$ cat src/rtl/shared_adder_pkg.sv
// shared_adder_pkg: shared constants and helpers for the shared adder and its arbiter.
package shared_adder_pkg;

    localparam logic OP_ADD = 1'b0;
    localparam logic OP_SUB = 1'b1;

    // A one-channel build still needs a one-bit tag.
    function automatic int clog2_min1(input int n);
        return (n <= 2) ? 1 : $clog2(n);
    endfunction

endpackage

$ cat src/rtl/shared_adder_rr_arbiter.sv
// rr_arbiter: round-robin arbiter whose search starts just after the last granted requester.
module rr_arbiter
    import shared_adder_pkg::*;
#(
    parameter int N = 4,
    localparam int W = clog2_min1(N)
) (
    input  logic         clk,
    input  logic         rst_n,
    input  logic [N-1:0] req,
    input  logic         enable,
    input  logic         advance,
    output logic [N-1:0] grant,
    output logic [W-1:0] grant_idx
);

    logic [W-1:0] ptr;
    logic         found;

    // The first pass covers indices above the pointer and the second pass wraps to 0..ptr.
    always_comb begin
        found     = 1'b0;
        grant_idx = '0;
        grant     = '0;
        for (int i = 0; i < N; i++) begin
            if (!found && req[i] && i > int'(ptr)) begin
                found     = 1'b1;
                grant_idx = W'(i);
            end
        end
        for (int i = 0; i < N; i++) begin
            if (!found && req[i] && i <= int'(ptr)) begin
                found     = 1'b1;
                grant_idx = W'(i);
            end
        end
        for (int i = 0; i < N; i++) grant[i] = found && enable && grant_idx == W'(i);
    end

    always_ff @(posedge clk) begin
        if (!rst_n) ptr <= W'(N - 1);
        else if (advance) ptr <= grant_idx;
    end

endmodule

$ cat src/rtl/shared_adder_rr.sv
// shared_adder_rr: one adder time-shared across NCH channels with round-robin grant and a registered result.
// When SHARED_ADDER_SUB_EN is defined, a per-channel op bit selects subtraction and is returned as rsp_sub.
module shared_adder_rr
    import shared_adder_pkg::*;
#(
    parameter int WIDTH = 8,
    parameter int NCH = 4,
    localparam int CH_W = clog2_min1(NCH)
) (
    input  logic               clk,
    input  logic               rst_n,
    input  logic [NCH-1:0]     req_valid,
    output logic [NCH-1:0]     req_ready,
    input  logic [NCH*WIDTH-1:0] req_a,
    input  logic [NCH*WIDTH-1:0] req_b,
`ifdef SHARED_ADDER_SUB_EN
    input  logic [NCH-1:0]     req_sub,
    output logic               rsp_sub,
`endif
    output logic               rsp_valid,
    input  logic               rsp_ready,
    output logic [CH_W-1:0]    rsp_ch,
    output logic [WIDTH:0]     rsp_sum
);

    logic             slot_free;
    logic             xfer;
    logic [CH_W-1:0]  grant_idx;
    logic [WIDTH-1:0] a;
    logic [WIDTH-1:0] b;
    logic             op;
    logic [WIDTH:0]   sum;

    // Ready is held low during reset so that no requester sees a handshake that is then discarded.
    assign slot_free = rst_n && (!rsp_valid || rsp_ready);
    assign xfer      = |(req_valid & req_ready);

    rr_arbiter #(.N(NCH)) u_arb (
        .clk       (clk),
        .rst_n     (rst_n),
        .req       (req_valid),
        .enable    (slot_free),
        .advance   (xfer),
        .grant     (req_ready),
        .grant_idx (grant_idx)
    );

    always_comb begin
        a  = '0;
        b  = '0;
        op = OP_ADD;
        for (int i = 0; i < NCH; i++) begin
            if (grant_idx == CH_W'(i)) begin
                a = req_a[i*WIDTH +: WIDTH];
                b = req_b[i*WIDTH +: WIDTH];
`ifdef SHARED_ADDER_SUB_EN
                op = req_sub[i];
`endif
            end
        end
        sum = (op == OP_SUB) ? {1'b0, a} + {1'b0, ~b} + (WIDTH+1)'(1) : {1'b0, a} + {1'b0, b};
    end

    always_ff @(posedge clk) begin
        if (!rst_n) begin
            rsp_valid <= 1'b0;
            rsp_ch    <= '0;
            rsp_sum   <= '0;
`ifdef SHARED_ADDER_SUB_EN
            rsp_sub   <= OP_ADD;
`endif
        end else if (xfer) begin
            rsp_valid <= 1'b1;
            rsp_ch    <= grant_idx;
            rsp_sum   <= sum;
`ifdef SHARED_ADDER_SUB_EN
            rsp_sub   <= op;
`endif
        end else if (rsp_ready) begin
            rsp_valid <= 1'b0;
        end
    end

endmodule

$ cat config.mk
export PLATFORM = sky130hd
export DESIGN_NAME = shared_adder_rr
export DESIGN_NICKNAME = d
export VERILOG_FILES = /design/src/rtl/shared_adder_pkg.sv /design/src/rtl/shared_adder_rr_arbiter.sv /design/src/rtl/shared_adder_rr.sv
export SDC_FILE = /design/constraint.sdc
export NUM_CORES = 1
export LEC_CHECK = 0
export ABC_AREA = 1
export CORE_ASPECT_RATIO = 2
export CORE_UTILIZATION = 35
export CTS_BUF_LIST = sky130_fd_sc_hd__clkbuf_16
export DETAILED_ROUTE_END_ITERATION = 7
export PLACE_DENSITY = 0.8
export SLEW_MARGIN = 10
export SYNTH_ARGS = -nofsm -noshare
export SYNTH_HDL_FRONTEND = slang
export SYNTH_SLANG_ARGS = --single-unit
$ cat constraint.sdc
create_clock -name clk -period 2.87 [get_ports clk]
set_clock_uncertainty 0.15 [all_clocks]
set_input_delay 0.574 -clock clk [delete_from_list [all_inputs] [get_ports clk]]
set_output_delay 0.574 -clock clk [all_outputs]
set_load 0.02 [all_outputs]
# Word level (Yosys, flattened, before mapping)
# Cells that the tools add are included.
[word_totals] input_bits=71 wordCells=68 mem_bits_rw=0 register_bits=14 rom_bits=0 latchBits=0 memories=0
[classes] div=0 add_sub_neg=1 reduce_logical=29 bitwise=1 mux=24 eq_ne=3 multipliers=0 n_shift=0 order_cmp=6
[op_table] op="$mux 8" n=8
[op_table] op="$logic_and 1x1->1" n=18
[op_table] op="$mux 2" n=6
[op_table] op="$mux 1" n=10
[op_table] op="$add 8x8->9" n=1
[op_table] op="$logic_not 1->1" n=7
[op_table] op="$and 4x4->4" n=1
[op_table] op="$eq 2x2->1 const B" n=2
[op_table] op="$gt 2x2->1 const A" n=2
[op_table] op="$le 2x2->1 const A" n=2
[op_table] op="$reduce_or 4->1" n=1
[op_table] op="$eq 2x1->1 const B" n=1
[op_table] op="$gt 1x2->1 const A" n=1
[op_table] op="$le 1x2->1 const A" n=1
[op_table] op="$logic_not 2->1" n=1
[op_table] op="$reduce_bool 2->1" n=1
[op_table] op="$logic_or 1x1->1" n=1

# Longest topological paths before layout
[logic_depth] word_depth=32 depth_mapped=18 mapped_depth_nobuf=17

# Cells and area by module
# Synthesis repeated with hierarchy kept, for this count alone.
[hier_totals] hier_cells=268 hier_area_um2=1589.0
[modules_own_cells] mod="shared_adder_rr" area_each_um2=1347.5 instances=1 cells_each=220
[modules_own_cells] mod="rr_arbiter" area_each_um2=241.5 instances=1 cells_each=48

# Worst setup path after synthesis
# No wires, ideal clock.
[synth_path] path_kind="in2reg" startpoint="input port req_valid[0]" endpoint="register rsp_sum[4]" stages=14 setup_slack_ns=-0.007 arrival_ns=2.657 t_required_ns=2.650 setup_time_ns=0.070 path_buffers=1 path_cell_list="inv_1 nand4_4 nor2_2 nand2_4 nand2_4 buf_6 nand3_1 nand2_1 nand3_1 ha_1 fa_1 a31o_2 xor2_1 a21oi_1"
[synth_between] elab_chain_len=20 word_cells_on_any_way=38 cone_classes="add/sub (1); eq/ne (3); mux (16); bitwise (1); reduce/logical (17)"
[synth_lines] item="start, declared" line_no="shared_adder_rr.sv:12" text="input logic [NCH-1:0] req_valid,"
[synth_lines] item="$logic_and 1x1->1" line_no="shared_adder_rr_arbiter.sv:32" text="if (!found && req[i] && i <= int'(ptr)) begin"
[synth_lines] item="$mux 1" line_no="shared_adder_rr_arbiter.sv:32"
[synth_lines] item="$logic_not 1->1" line_no="shared_adder_rr_arbiter.sv:32"
[synth_lines] item="$logic_and 1x1->1 (2 in a row)" line_no="shared_adder_rr_arbiter.sv:32"
[synth_lines] item="$mux 1" line_no="shared_adder_rr_arbiter.sv:32"
[synth_lines] item="$logic_not 1->1" line_no="shared_adder_rr_arbiter.sv:32"
[synth_lines] item="$logic_and 1x1->1 (2 in a row)" line_no="shared_adder_rr_arbiter.sv:32"
[synth_lines] item="$mux 1" line_no="shared_adder_rr_arbiter.sv:32"
[synth_lines] item="$logic_not 1->1" line_no="shared_adder_rr_arbiter.sv:32"
[synth_lines] item="$logic_and 1x1->1 (2 in a row)" line_no="shared_adder_rr_arbiter.sv:32"
[synth_lines] item="$mux 2" line_no="shared_adder_rr_arbiter.sv:32"
[synth_lines] item="$logic_not 2->1" line_no="shared_adder_rr_arbiter.sv:37, shared_adder_rr.sv:53"
[synth_lines] item="$mux 8 (4 in a row)" line_no="shared_adder_rr.sv:53" text="if (grant_idx == CH_W'(i)) begin"
[synth_lines] item="$add 8x8->9" line_no="shared_adder_rr.sv:61" text="sum = (op == OP_SUB) ? {1'b0, a} + {1'b0, ~b} + (WIDTH+1)'(1) : {1'b0, a} + {1'b0, b};"
[synth_lines] item="end signal, assigned" line_no="shared_adder_rr.sv:75" text="rsp_sum <= sum;"
[synth_lines] item="end, declared" line_no="shared_adder_rr.sv:23" text="output logic [WIDTH:0] rsp_sum"
# Parallel ways exist; a longest one is shown, timed or not.
# A chain may end at the register's enable or synchronous reset.

# Worst setup path after layout
[layout_path] startpoint="input port req_valid[3]" endpoint="register rsp_sum[5]"
[layout_between] elab_chain_len=24 word_cells_on_any_way=43 cone_classes="add/sub (1); eq/ne (3); mux (18); bitwise (1); reduce/logical (20)"
[layout_lines] item="$logic_and 1x1->1 (2 in a row)" line_no="shared_adder_rr_arbiter.sv:26" text="if (!found && req[i] && i > int'(ptr)) begin"
[layout_lines] item="$mux 1" line_no="shared_adder_rr_arbiter.sv:26"
[layout_lines] item="$logic_not 1->1" line_no="shared_adder_rr_arbiter.sv:32"
[layout_lines] item="$logic_and 1x1->1" line_no="shared_adder_rr_arbiter.sv:32"
[layout_lines] item="$mux 1" line_no="shared_adder_rr_arbiter.sv:32"
[layout_lines] item="$logic_not 1->1" line_no="shared_adder_rr_arbiter.sv:32"
[layout_lines] item="$logic_and 1x1->1 (2 in a row)" line_no="shared_adder_rr_arbiter.sv:32"
[layout_lines] item="$mux 1" line_no="shared_adder_rr_arbiter.sv:32"
[layout_lines] item="$logic_not 1->1" line_no="shared_adder_rr_arbiter.sv:32"
[layout_lines] item="$logic_and 1x1->1 (2 in a row)" line_no="shared_adder_rr_arbiter.sv:32"
[layout_lines] item="$mux 1" line_no="shared_adder_rr_arbiter.sv:32"
[layout_lines] item="$logic_not 1->1" line_no="shared_adder_rr_arbiter.sv:32"
[layout_lines] item="$logic_and 1x1->1 (2 in a row)" line_no="shared_adder_rr_arbiter.sv:32"
[layout_lines] item="$mux 2" line_no="shared_adder_rr_arbiter.sv:32"
[layout_lines] item="$logic_not 2->1" line_no="shared_adder_rr_arbiter.sv:37, shared_adder_rr.sv:53"
[layout_lines] item="$mux 8 (4 in a row)" line_no="shared_adder_rr.sv:53"
[layout_lines] item="$add 8x8->9" line_no="shared_adder_rr.sv:61"
# Parallel ways exist; a longest one is shown, timed or not.

==> flow_summary.ini <==
[routing]
vias = 2556
drtIter0Drc = 103
drtPass1Iterations = 4
drc_errors = 0
viasPerCell = 5.67
routedWlPerCell_um = 18.6
antenna_left = 0
drt-total-wl_um = 8400

[critical_path]
crit_path_end_kind = flop
path_class = in2reg
start_kind = primary input
worstPathArrival_ns = 2.97
ff2ff_path_depth = 17
crit_path_max_fanout = 6
rrSetupSlack_ns = -0.12
rr_startpoint = u_arb.ptr[1]
required_ns = 2.85
r2r-end = rsp_sum[5]

[job]
drv_cap = 0

[global_routing]
globalRouteOverflowTotal = 0
grt_pass1_wl_um = 10800
grt_start_max_net_pins = 21
grt_pass1_vias = 2469
grtUsageTotal = 0.286
grt_antenna_before_repair = 0

[place]
dpl.hpwl_um = 4570
io_buffers = 86
pre_cts_ws_ns = -0.565
gp_congestion = 0.881

[power]
vdd_drop_max_v = 0.000519
p_leak_nw = 1.56
p_per_area_nw_per_um2 = 603

[floorplanning]
die-area_um2 = 5040
die_height_um = 99.4
coreArea_um2 = 4600
io_pins = 87
start_util = 0.361
num_rows = 35
die-width_um = 50.7

[min_path]
hold_path.class = reg2reg
hold_depth = 2
min_to = rsp_ch[1]
min_from = rsp_ch[1]

[sta]
hold_violations = 0
relSlewSlack = 0.740
tns_ns = -0.286
max_freq_mhz = 334
finalMaxSlewViolations = 0
min_period_ns = 3.00
finalCritPeriodShare = 1.04
setup_viol = 6
tightest_slew_ns = 0.388
layout_setup_ws_ns = -0.126
fin_hold_ws_ns = 0.324
rsz0062_at_grt = true

[synthesis]
seq_area_frac_synth = 0.169
synth_fa_ha_area_frac = 0.0723
synth_cells = 266
synth-compound-area-share = 0.149
synth.avg_cell_area_um2 = 6.25
synth.mux.area_fraction = 0
ys_seq_elements = 14
synthXorXnorAreaFrac = 0.0316
synth-simple-area-share = 0.425
synth_top_family_by_area = simple AND/OR/NAND/NOR gates
ys_warn_count = 0
synth_area_um2 = 1660
synthesis.nets = 346
yosys.cell_types.count = 30

[cts]
clock_path_buffers = 2
cts_buffers = 3
cts-root-buf = clkbuf_16
cts_hold_buf = 0
cts_tree = built
clk_pin_slew_ns = 0.05
clk_latency_ns = 0.25
cts.sinks = 14
cts_max_level = 1

[finish]
final_common_cell = clkdlybuf4s50_1
fillCellCount = 320
antenna_cells = 0
layout_common_cells = clkdlybuf4s50_1, nand2_1, buf_4, nand3_1, inv_1
drive_gt1_frac = 0.336
syn_to_final_growth_pct = 104
nets = 477

[run_status]
status = finished with violations
violations = negative setup slack
## cells in the mapped netlist (all sizes together)
| cell | count | area share |
|---|---|---|
| ha | 8 | 0.060 |
| buf | 12 | 0.056 |
| nand4 | 15 | 0.066 |
| inv | 42 | 0.095 |
| a31o | 1 | 0.0053 |
| xnor2 | 4 | 0.021 |
| xor2 | 2 | 0.011 |
| clkbuf | 1 | 0.0023 |
| o211ai | 1 | 0.0045 |
| o21ai | 12 | 0.038 |
| nor3 | 4 | 0.012 |
| nand2 | 56 | 0.14 |
| o21bai | 1 | 0.0045 |
| a21oi | 29 | 0.096 |
| dfxtp | 14 | 0.17 |
| fa | 1 | 0.012 |
| nand3 | 50 | 0.15 |
| nor2 | 13 | 0.053 |
## critical path, stage by stage
cell and delay, ns:
buf_2 0.12, nand2_4 0.10, nand2_4 0.08, nor2_4 0.15, a21oi_4 0.08, buf_12 0.15, buf_8 0.13, buf_6 0.13
nand4_1 0.10, nand4_1 0.28, ha_4 0.37, nand2_4 0.09, nand2_2 0.08, a21oi_2 0.19, nand2_1 0.11, xnor2_1 0.16
a21oi_1 0.07
## state kept, by name (all words and copies together), names as in the netlist
register / cells
rsp_sum: 9
rsp_ch: 2
u_arb.ptr: 2
rsp_valid: 1
## layout make-up
cell class	instances	area, µm²	area share
multi-input combinational	201	1500	0.443
timing repair buffer	135	1300	0.384
sequential	14	283	0.0833
inverter	42	158	0.0465
clock buffer	3	75.1	0.0221
tap	55	68.8	0.0203
clock inverter	1	3.75	0.00111
## power by group
| group | internal (mW) | switching (mW) |
|---|---|---|
| Clock | 0.185 | 0.0843 |
| Sequential | 0.230 | 0.0182 |
| Combinational | 0.736 | 0.793 |
| Total | 1.15 | 0.895 |
## stage by stage
step	cells	util	power (mW)	cell area, µm²
after floorplan	266	-	0.842	1670
after detailed placement	429	0.604	1.27	2780
after CTS	441	0.686	1.72	3150
after global routing	451	0.738	2.13	3390
final	451	0.738	2.05	3390
after global placement	429	0.604	1.25	2780
## cells by family after synthesis
| kind of cell | count (synthesis) |
|---|---|
| AO/OA/AOI/OAI | 44 |
| XOR/XNOR | 6 |
| adder cells (fa/ha/maj) | 9 |
| buffers and inverters | 55 |
| flip-flops | 14 |
| AND/OR/NAND/NOR | 138 |
## worst max-delay path by stage
stage	startpoint	end	slack [ns]	cells past startpoint
3_5_place_dp	req_valid[1]	rsp_sum[8]	-0.57	14
4_1_cts	req_valid[2]	rsp_sum[7]	0.002	17
2_1_floorplan	req_valid[2]	rsp_sum[4]	0.02	14
5_1_grt	u_arb.ptr[0]	rsp_sum[5]	-0.24	17
6_report	req_valid[3]	rsp_sum[5]	-0.13	17
3_3_place_gp	req_valid[1]	rsp_sum[6]	-0.53	17
## per-layer routing
layer | global-route usage | share of wire | up-vias
met1 | 0.245 | 0.31 | 1173
met4 | 0.265 | 0.087 | 0
met5 | 0 | 0 | -
met3 | 0.0505 | 0.052 | 59
li1 | - | - | 1152
met2 | 0.524 | 0.55 | 172
## timing repair
| item | 4_1_cts | 5_1_grt |
|---|---|---|
| pin swaps | 23 | 33 |
| gates cloned | 4 | 1 |
| buffers inserted | 4 | 9 |
| setup endpoints to repair | 12 | 11 |
| resized for setup | 52 | 53 |
No activity file was read; power rests on OpenSTA's default activity.
